$ cat src/rtl/mem_initiator_pkg.sv
// Shared encodings for the SRAM initiator: access sizes, FSM states and the request legality check.
package mem_initiator_pkg;

    typedef enum logic [1:0] {
        SIZE_B   = 2'b00,
        SIZE_H   = 2'b01,
        SIZE_W   = 2'b10,
        SIZE_BAD = 2'b11
    } size_e;

    typedef enum logic [1:0] {
        ST_IDLE  = 2'd0,
        ST_READ  = 2'd1,
        ST_WRITE = 2'd2,
        ST_RESP  = 2'd3
    } state_e;

    // A request is rejected for an illegal size, natural misalignment, or address bits above the SRAM.
    function automatic logic req_bad(input logic [1:0] size, input logic [31:0] addr,
                                     input int unsigned addr_w);
        logic [31:0] hi;
        hi      = addr >> (addr_w + 2);
        req_bad = (hi != '0);
        case (size)
            SIZE_H:   if (addr[0]) req_bad = 1'b1;
            SIZE_W:   if (addr[1:0] != 2'b00) req_bad = 1'b1;
            SIZE_BAD: req_bad = 1'b1;
            default:  ;
        endcase
    endfunction

endpackage

$ cat src/rtl/mem_initiator_lane_align.sv
// Combinational lane steering: byte mask and replicated store data out, extracted and extended load data back.
module mem_lane_align
    import mem_initiator_pkg::*;
(
    input  logic [1:0]  size,
    input  logic [1:0]  offset,
    input  logic        is_unsigned,
    input  logic [31:0] wdata,
    input  logic [31:0] rdata_raw,
    output logic [3:0]  mask,
    output logic [31:0] wdata_lane,
    output logic [31:0] rdata_ext
);

    function automatic logic [31:0] ext_byte(input logic [7:0] b, input logic uns);
        logic signed [31:0] s;
        s = {{24{b[7]}}, b};
        return uns ? {24'b0, b} : s;
    endfunction

    function automatic logic [31:0] ext_half(input logic [15:0] h, input logic uns);
        logic signed [31:0] s;
        s = {{16{h[15]}}, h};
        return uns ? {16'b0, h} : s;
    endfunction

    logic [7:0]  lane_b;
    logic [15:0] lane_h;

    always_comb begin
        lane_b     = rdata_raw[{offset, 3'b000} +: 8];
        lane_h     = offset[1] ? rdata_raw[31:16] : rdata_raw[15:0];
        mask       = 4'b0000;
        wdata_lane = wdata;
        rdata_ext  = '0;
        case (size)
            SIZE_B: begin
                mask       = 4'b0001 << offset;
                wdata_lane = {4{wdata[7:0]}};
                rdata_ext  = ext_byte(lane_b, is_unsigned);
            end
            SIZE_H: begin
                mask       = 4'b0011 << offset;
                wdata_lane = {2{wdata[15:0]}};
                rdata_ext  = ext_half(lane_h, is_unsigned);
            end
            SIZE_W: begin
                mask       = 4'b1111;
                rdata_ext  = rdata_raw;
            end
            default: ;
        endcase
    end

endmodule

$ cat src/rtl/mem_initiator.sv
// Single-outstanding load/store initiator for the on-chip SRAM port, with timeout and error responses.
module mem_initiator
    import mem_initiator_pkg::*;
#(
    parameter int ADDR_W  = 15,
    parameter int TIMEOUT = 64
) (
    input  logic              clk_i,
    input  logic              rst_i,
    input  logic              req_valid_i,
    output logic              req_ready_o,
    input  logic              req_we_i,
    input  logic [31:0]       req_addr_i,
    input  logic [1:0]        req_size_i,
    input  logic              req_unsigned_i,
    input  logic [31:0]       req_wdata_i,
    output logic              rsp_valid_o,
    output logic [31:0]       rsp_rdata_o,
    output logic              rsp_err_o,
    output logic              mem_read_o,
    output logic              mem_write_o,
    output logic [ADDR_W-1:0] mem_addr_o,
    output logic [31:0]       mem_data_o,
    output logic [3:0]        mem_byte_select_o,
    input  logic              mem_ready_i,
    input  logic [31:0]       mem_data_i
);

    localparam int CNT_W = $clog2(TIMEOUT + 1);

    state_e            state;
    logic              read_q, write_q, rsp_valid_q, rsp_err_q;
    logic [CNT_W-1:0]  cnt;
    logic [ADDR_W-1:0] addr_q;
    logic [1:0]        size_q, off_q;
    logic              uns_q;
    logic [31:0]       wdata_q, rdata_q;
    logic [3:0]        mask;
    logic [31:0]       wdata_lane, rdata_ext;
    logic              strobe, accept;

    mem_lane_align u_align (
        .size        (size_q),
        .offset      (off_q),
        .is_unsigned (uns_q),
        .wdata       (wdata_q),
        .rdata_raw   (mem_data_i),
        .mask        (mask),
        .wdata_lane  (wdata_lane),
        .rdata_ext   (rdata_ext)
    );

    assign strobe            = read_q | write_q;
    assign accept            = (state == ST_IDLE) && req_valid_i;
    assign req_ready_o       = (state == ST_IDLE) && !rst_i;
    assign mem_read_o        = read_q;
    assign mem_write_o       = write_q;
    assign mem_addr_o        = strobe ? addr_q : '0;
    assign mem_byte_select_o = strobe ? mask : 4'b0000;
    assign mem_data_o        = write_q ? wdata_lane : '0;
    assign rsp_valid_o       = rsp_valid_q;
    assign rsp_err_o         = rsp_err_q;
    assign rsp_rdata_o       = rsp_valid_q ? rdata_q : '0;

    // Request fields and load result; masked at the outputs, so they need no reset.
    always_ff @(posedge clk_i) begin
        if (accept) begin
            addr_q  <= req_addr_i[ADDR_W+1:2];
            size_q  <= req_size_i;
            off_q   <= req_addr_i[1:0];
            uns_q   <= req_unsigned_i;
            wdata_q <= req_wdata_i;
            rdata_q <= '0;
        end else if (state == ST_READ && mem_ready_i) begin
            rdata_q <= rdata_ext;
        end
    end

    always_ff @(posedge clk_i) begin
        if (rst_i) begin
            state       <= ST_IDLE;
            read_q      <= 1'b0;
            write_q     <= 1'b0;
            rsp_valid_q <= 1'b0;
            rsp_err_q   <= 1'b0;
            cnt         <= '0;
        end else begin
            case (state)
                ST_IDLE: begin
                    if (req_valid_i) begin
                        cnt <= '0;
                        if (req_bad(req_size_i, req_addr_i, ADDR_W)) begin
                            state       <= ST_RESP;
                            rsp_valid_q <= 1'b1;
                            rsp_err_q   <= 1'b1;
                        end else if (req_we_i) begin
                            state   <= ST_WRITE;
                            write_q <= 1'b1;
                        end else begin
                            state  <= ST_READ;
                            read_q <= 1'b1;
                        end
                    end
                end
                ST_READ, ST_WRITE: begin
                    // Ready in the final counted cycle still completes normally.
                    if (mem_ready_i || cnt == CNT_W'(TIMEOUT - 1)) begin
                        state       <= ST_RESP;
                        read_q      <= 1'b0;
                        write_q     <= 1'b0;
                        rsp_valid_q <= 1'b1;
                        rsp_err_q   <= !mem_ready_i;
                    end else begin
                        cnt <= cnt + 1'b1;
                    end
                end
                default: begin
                    state       <= ST_IDLE;
                    rsp_valid_q <= 1'b0;
                    rsp_err_q   <= 1'b0;
                end
            endcase
        end
    end

endmodule

$ cat config.mk
export PLATFORM = sky130hd
export DESIGN_NAME = mem_initiator
export DESIGN_NICKNAME = d
export VERILOG_FILES = /design/src/rtl/mem_initiator_pkg.sv /design/src/rtl/mem_initiator_lane_align.sv /design/src/rtl/mem_initiator.sv
export SDC_FILE = /design/constraint.sdc
export NUM_CORES = 1
export LEC_CHECK = 0
export CAP_MARGIN = 20
export CORE_ASPECT_RATIO = 0.8
export CORE_MARGIN = 5
export CORE_UTILIZATION = 40
export CTS_BUF_LIST = sky130_fd_sc_hd__clkbuf_4
export DETAILED_ROUTE_END_ITERATION = 16
export DONT_BUFFER_PORTS = 1
export GPL_TIMING_DRIVEN = 1
export MAX_ROUTING_LAYER = met4
export PLACE_DENSITY = 0.61
export RECOVER_POWER = 50
export SLEW_MARGIN = 20
export SYNTH_ARGS = -nofsm -noshare
export SYNTH_HDL_FRONTEND = slang
export SYNTH_HIERARCHICAL = 1
export SYNTH_SLANG_ARGS = --single-unit
$ cat constraint.sdc
create_clock -name clk_i -period 3.2 [get_ports clk_i]
set_input_delay 0.48 -clock clk_i [delete_from_list [all_inputs] [get_ports clk_i]]
set_output_delay 0.48 -clock clk_i [all_outputs]
set_load 0.1 [all_outputs]
Word-level counts from Yosys, hierarchy flattened. Index checks and enable logic that the tools add are counted.

Flip-flop bits (word level): 97. Input bits: 104. Output and inout port bits: 88. Word-level logic and storage cells: 88.

$add $sub $neg: 1. Eq/ne operators: 15. Shifts and indexed selects: 3. Multiplexer cells: 39. Bitwise operators: 1. Reduce and logical (&&, ||, !) cells: 17.

Operators with widths (count): 32-bit 2-to-1 mux (4); 32-bit case mux with 3 select lines (1); 32-bit case mux with 2 select lines (1); 32-bit nonzero test (1); 32-bit by 6-bit variable part select with 8-bit output (1); 1-bit 2-to-1 mux (16); 16-bit 2-to-1 mux (1); 15-bit 2-to-1 mux (1); 7-bit 2-to-1 mux (2); 7-bit case mux with 2 select lines (1); 2-bit != test (second input constant) (6); 4-bit case mux with 3 select lines (1); 5-bit AND reduction (2); 2-bit == test (second input constant) (4); 2-bit 2-to-1 mux (4); 1-bit case mux with 2 select lines (4); 7-bit by 1-bit adder with 7-bit output (second input constant) (1); 7-bit by 6-bit == test with 1-bit output (second input constant) (1); 2-bit by 1-bit == test with 1-bit output (second input constant) (3); 3-bit AND reduction (2); 2-bit logical NOT (2); 4-bit 2-to-1 mux (1); 2-bit case mux with 2 select lines (1); 2-bit nonzero test (2); 10 further kinds (13).

Longest topological paths before layout.
Depth in word-level cells: 9. Mapped depth: 8. Mapped depth without buffers: 7.

Hierarchy. Netlist, hierarchy kept.

By module, submodules not included: mem_initiator (times used 1, cells each 385, area an instance 4066.4 µm², sequential area each 2462.4 µm²); mem_lane_align (times used 1, cells each 196, area an instance 1423.9 µm², sequential area each 0.0 µm²).

Worst setup path after synthesis. No wires, ideal clock.

Kind: flip-flop to output port. Start: register write_q, in the netlist mem_write_o. End: output port mem_addr_o[10]. Data arrival time: 2.961 ns. Data required time: 2.720 ns. Setup slack: -0.241 ns. Stages on the path, launching flop included: 4. Path buffers: 1. Path through: dfxtp_1 nor2_1 clkbuf_1 nor2b_1.

Cells in the longest elaborated chain, start to end: 2.

RTL lines: from (decl) (line mem_initiator.sv:32) `logic read_q, write_q, rsp_valid_q, rsp_err_q;`; from (signal assigned) (line mem_initiator.sv:83) `write_q <= 1'b0;`; from (signal assigned) (line mem_initiator.sv:98) `write_q <= 1'b1;`; from (signal assigned) (line mem_initiator.sv:110) `write_q <= 1'b0;`; 1-bit OR (line mem_initiator.sv:53) `assign strobe = read_q | write_q;`; 15-bit 2-to-1 mux (line mem_initiator.sv:58) `assign mem_addr_o = strobe ? addr_q : '0;`; to (decl) (line mem_initiator.sv:22) `output logic [ADDR_W-1:0] mem_addr_o,`.

No other way between the ends.

Worst setup path after layout.
Start: register size_q[0]. End: output port mem_data_o[11].

Cells in the longest elaborated chain, start to end: 3. Elaborated cells between the ends (all ways): 4. Classes of those cells: eq/ne (1); mux (2); reduce/logical (1).

RTL lines: from (decl) (line mem_initiator.sv:35) `logic [1:0] size_q, off_q;`; from (signal assigned) (line mem_initiator.sv:69) `size_q <= req_size_i;`; 2-bit by 1-bit == test with 1-bit output / 2-bit logical NOT (equally long branches) (line mem_initiator_lane_align.sv:36) `case (size)`; 32-bit case mux with 2 select lines (*) (line mem_initiator_lane_align.sv:36); named net wdata_lane[11] (line mem_initiator.sv:39) `logic [31:0] wdata_lane, rdata_ext;`; 32-bit 2-to-1 mux (*) (line mem_initiator.sv:60) `assign mem_data_o = write_q ? wdata_lane : '0;`; to (decl) (line mem_initiator.sv:23) `output logic [31:0] mem_data_o,`.

The timed path passes the listed nets; every way through them passes the cells marked *.

==> results.cfg <==
[run_status]
status = finished with violations
violations = capacitance limit, slew limit

[worst_hold_path]
worstHoldStart = rst_i
holdPathStages = 1
min_path_type = input pin to flop

[sta]
finalSetupViolCount = 0
fmax_mhz = 360
hold_viol = 0
maxSlewHeadroom_pct = -14.4
rsz0062_at_grt = false
fin_crit_ns = 2.77
slew_viol_final = 40
finClkSkew_ns = 0.0121
setup_tns_ns = 0
tightestPinTransition_ns = 1.72
finalCritPeriodShare_pct = 86.7

[global_route]
grt_util_all_layers_pct = 18.1
grt_pass1_vias = 4250
grt_pass1_wl_um = 22500
busiest_layer = met2
overflow = 0
met3_usage_pct = 5.74
grt_max_degree = 48
grt_antenna_before_repair = 1
grtUsageMet1_pct = 22.3
met2_usage_pct = 29.5

[cells_and_area]
fillers = 1342
area_growth_pct = 14.6
final_util_pct = 46.6
drive_above_1_share_pct = 26.8
nets = 748
final_cell_mix = nand2_1, buf_4, and2_1
mostFrequentLayoutCell = nand2_1

[power_and_ir_drop]
cellLeakagePower_uw = 0.00248
vdd_drop_max_mv = 0.656
power_density_nw_per_um2 = 907

[cts]
cts_sinks = 97
cts-root-buf = clkbuf_4
post_cts_buffers = 0
cts_tree = built
clk_path_buf_depth = 2
clk_latency_ns = 0.45
post_cts_resize_count = 0
cts_hold_buffers = 0
cts_made_buffers = 9
clk_pin_slew_ns = 0.16
h-tree-depth = 3

[setup_path]
cp.arrival_ns = 2.29
r2r_cells = 4
max_stage_delay_ns = 0.77
cp_num_buf_inv = 1
critPathKind = flop to primary output
worstPathCellList = nor2_8 > mux2_2 > and2_1 > buf_4
cp-end-kind = primary output
cp.required_ns = 2.72
crit_family = flip-flops
cp_slowest_cell = edfxtp_1
cp.depth = 4
worstSetupStartpoint = size_q[0]
critPathMaxFanout = 15
startpoint_type = flop
r2r-start = state[0]

[drt]
wl_per_cell_um = 17.7
detail_route.first_pass.iterations = 5
drt_iter0_markers = 309
vias = 4337
routed_via_density = 5.28
drc = 0
ant_nets = 0
wl_um = 14500

[die]
die_area_um2 = 16200
core_um2 = 13500
start_util_pct = 40.7
chipHeight_um = 115
num_rows = 38
die_w_um = 141
io_pins = 192

[logic_synthesis]
synth_area_um2 = 5490
ys_seq_area_share_pct = 44.8
synthArstFlopShare_pct = 0
syn-num-nets = 693
yosys_warnings = 6
synth.avg_cell_area_um2 = 9.45
synth_cell_types = 55
synth-edff-count = 52
synthCells = 581
ys_ff_latch = 97
yosys_most_used_dff = edfxtp_1

[placed_design]
hpwl_um = 11200
gp_congestion = 0.806
port_buffers = 0

[flow_run]
cap_violations = 1
[worst reg2reg max path, cell delays in order, from the launching register on]
cell      delay (ns)
dfxtp_1         0.39
inv_1           0.09
ha_1            0.26
and2_0          0.27
clkbuf_1        1.27
[state kept, by name (all words and copies together) (netlist names)]
register and flops:
state 2, rsp_valid_o 1, addr_q 15, off_q 2
mem_read_o 1, uns_q 1, cnt 7, mem_write_o 1
size_q 2, rsp_err_o 1, wdata_q 32, rdata_q 32
[synth_stat cells (2+ instances only)]
master / n / area [µm²]
o21ai_1: 7 / 35.0
edfxtp_1: 52 / 1560
mux2_2: 19 / 214
or2b_1: 3 / 22.5
o21ai_0: 19 / 95.1
dfxtp_1: 45 / 901
nand3b_1: 2 / 15.0
nand2b_1: 7 / 43.8
nand3_1: 6 / 30.0
clkbuf_1: 17 / 63.8
a211oi_1: 3 / 22.5
buf_1: 3 / 11.3
buf_6: 7 / 78.8
a21boi_0: 2 / 15.0
nor2_1: 23 / 86.3
o22ai_1: 7 / 43.8
ha_1: 8 / 100
and2_1: 69 / 432
nor3_1: 5 / 25.0
o21a_1: 8 / 60.1
nor2b_1: 24 / 150
and3b_1: 7 / 61.3
o31ai_1: 2 / 15.0
mux2_4: 3 / 45.0
buf_4: 10 / 75.1
nor4_2: 2 / 25.0
nand2_1: 93 / 349
buf_2: 9 / 45.0
mux2i_1: 18 / 180
clkbuf_2: 2 / 10.0
a21oi_2: 2 / 17.5
a31oi_1: 8 / 50.1
inv_1: 9 / 33.8
xnor2_1: 3 / 26.3
o21ai_2: 7 / 61.3
a21oi_1: 51 / 255
[final timing paths]
path               endpoint  slack (ns)
max reg2reg     wdata_q[22]        0.52
max          mem_data_o[11]        0.43
min reg2reg     rdata_q[20]        0.46
min             mem_write_o        0.07
[routing by layer]
metal	up-vias	part of all wire, %
met3	11	9.2
li1	2100	-
met1	2044	42
met2	182	48
met4	0	0.92
met5	-	0
[where the power goes]
| part | internal (µW) | switching [µW] |
|---|---|---|
| clock | 176 | 451 |
| combinational | 785 | 2380 |
| sequential | 1650 | 268 |
[logic make-up (layout without fill, tap and decap cells)]
family | count (synthesis) | count (layout) | share of synthesized area (%)
AO/OA/AOI/OAI | 125 | 125 | 14.0
adder cells (fa/ha/maj) | 8 | 8 | 1.82
multiplexers | 41 | 41 | 8.41
buffers and inverters | 58 | 118 | 6.15
XOR/XNOR | 3 | 3 | 0.479
other | 0 | 1 | 0
AND/OR/NAND/NOR | 249 | 249 | 24.2
flip-flops | 97 | 97 | 44.8
[cell type report]
cell class                      instances  area [µm²]  share of cell area (%)
Timing Repair Buffer                   93         688                    10.9
Sequential cell                        97        2460                    39.1
Antenna cell                            1        2.50                  0.0398
Multi-Input combinational cell        426        2750                    43.7
Clock inverter                          7        63.8                    1.01
Inverter                                9        33.8                   0.537
Clock buffer                            9        67.6                    1.07
Tap cell                              180         225                    3.58
[stage by stage]
| step | setup slack, ns | std cells | instance area [µm²] | power, µW | hold slack [ns] |
|---|---|---|---|---|---|
| global placement | 0.858 | 805 | 6170 | 5080 | 0.434 |
| CTS | 0.320 | 821 | 6300 | 5760 | 0.0226 |
| detailed placement | 0.665 | 805 | 6170 | 5130 | 0.447 |
| floorplan | -0.241 | 581 | 5490 | 4540 | 0.425 |
| global route | 0.223 | 822 | 6290 | 6030 | 0.0116 |
| finish | 0.425 | 822 | 6290 | 5710 | 0.0655 |
Power figures use the tool's default switching activity.
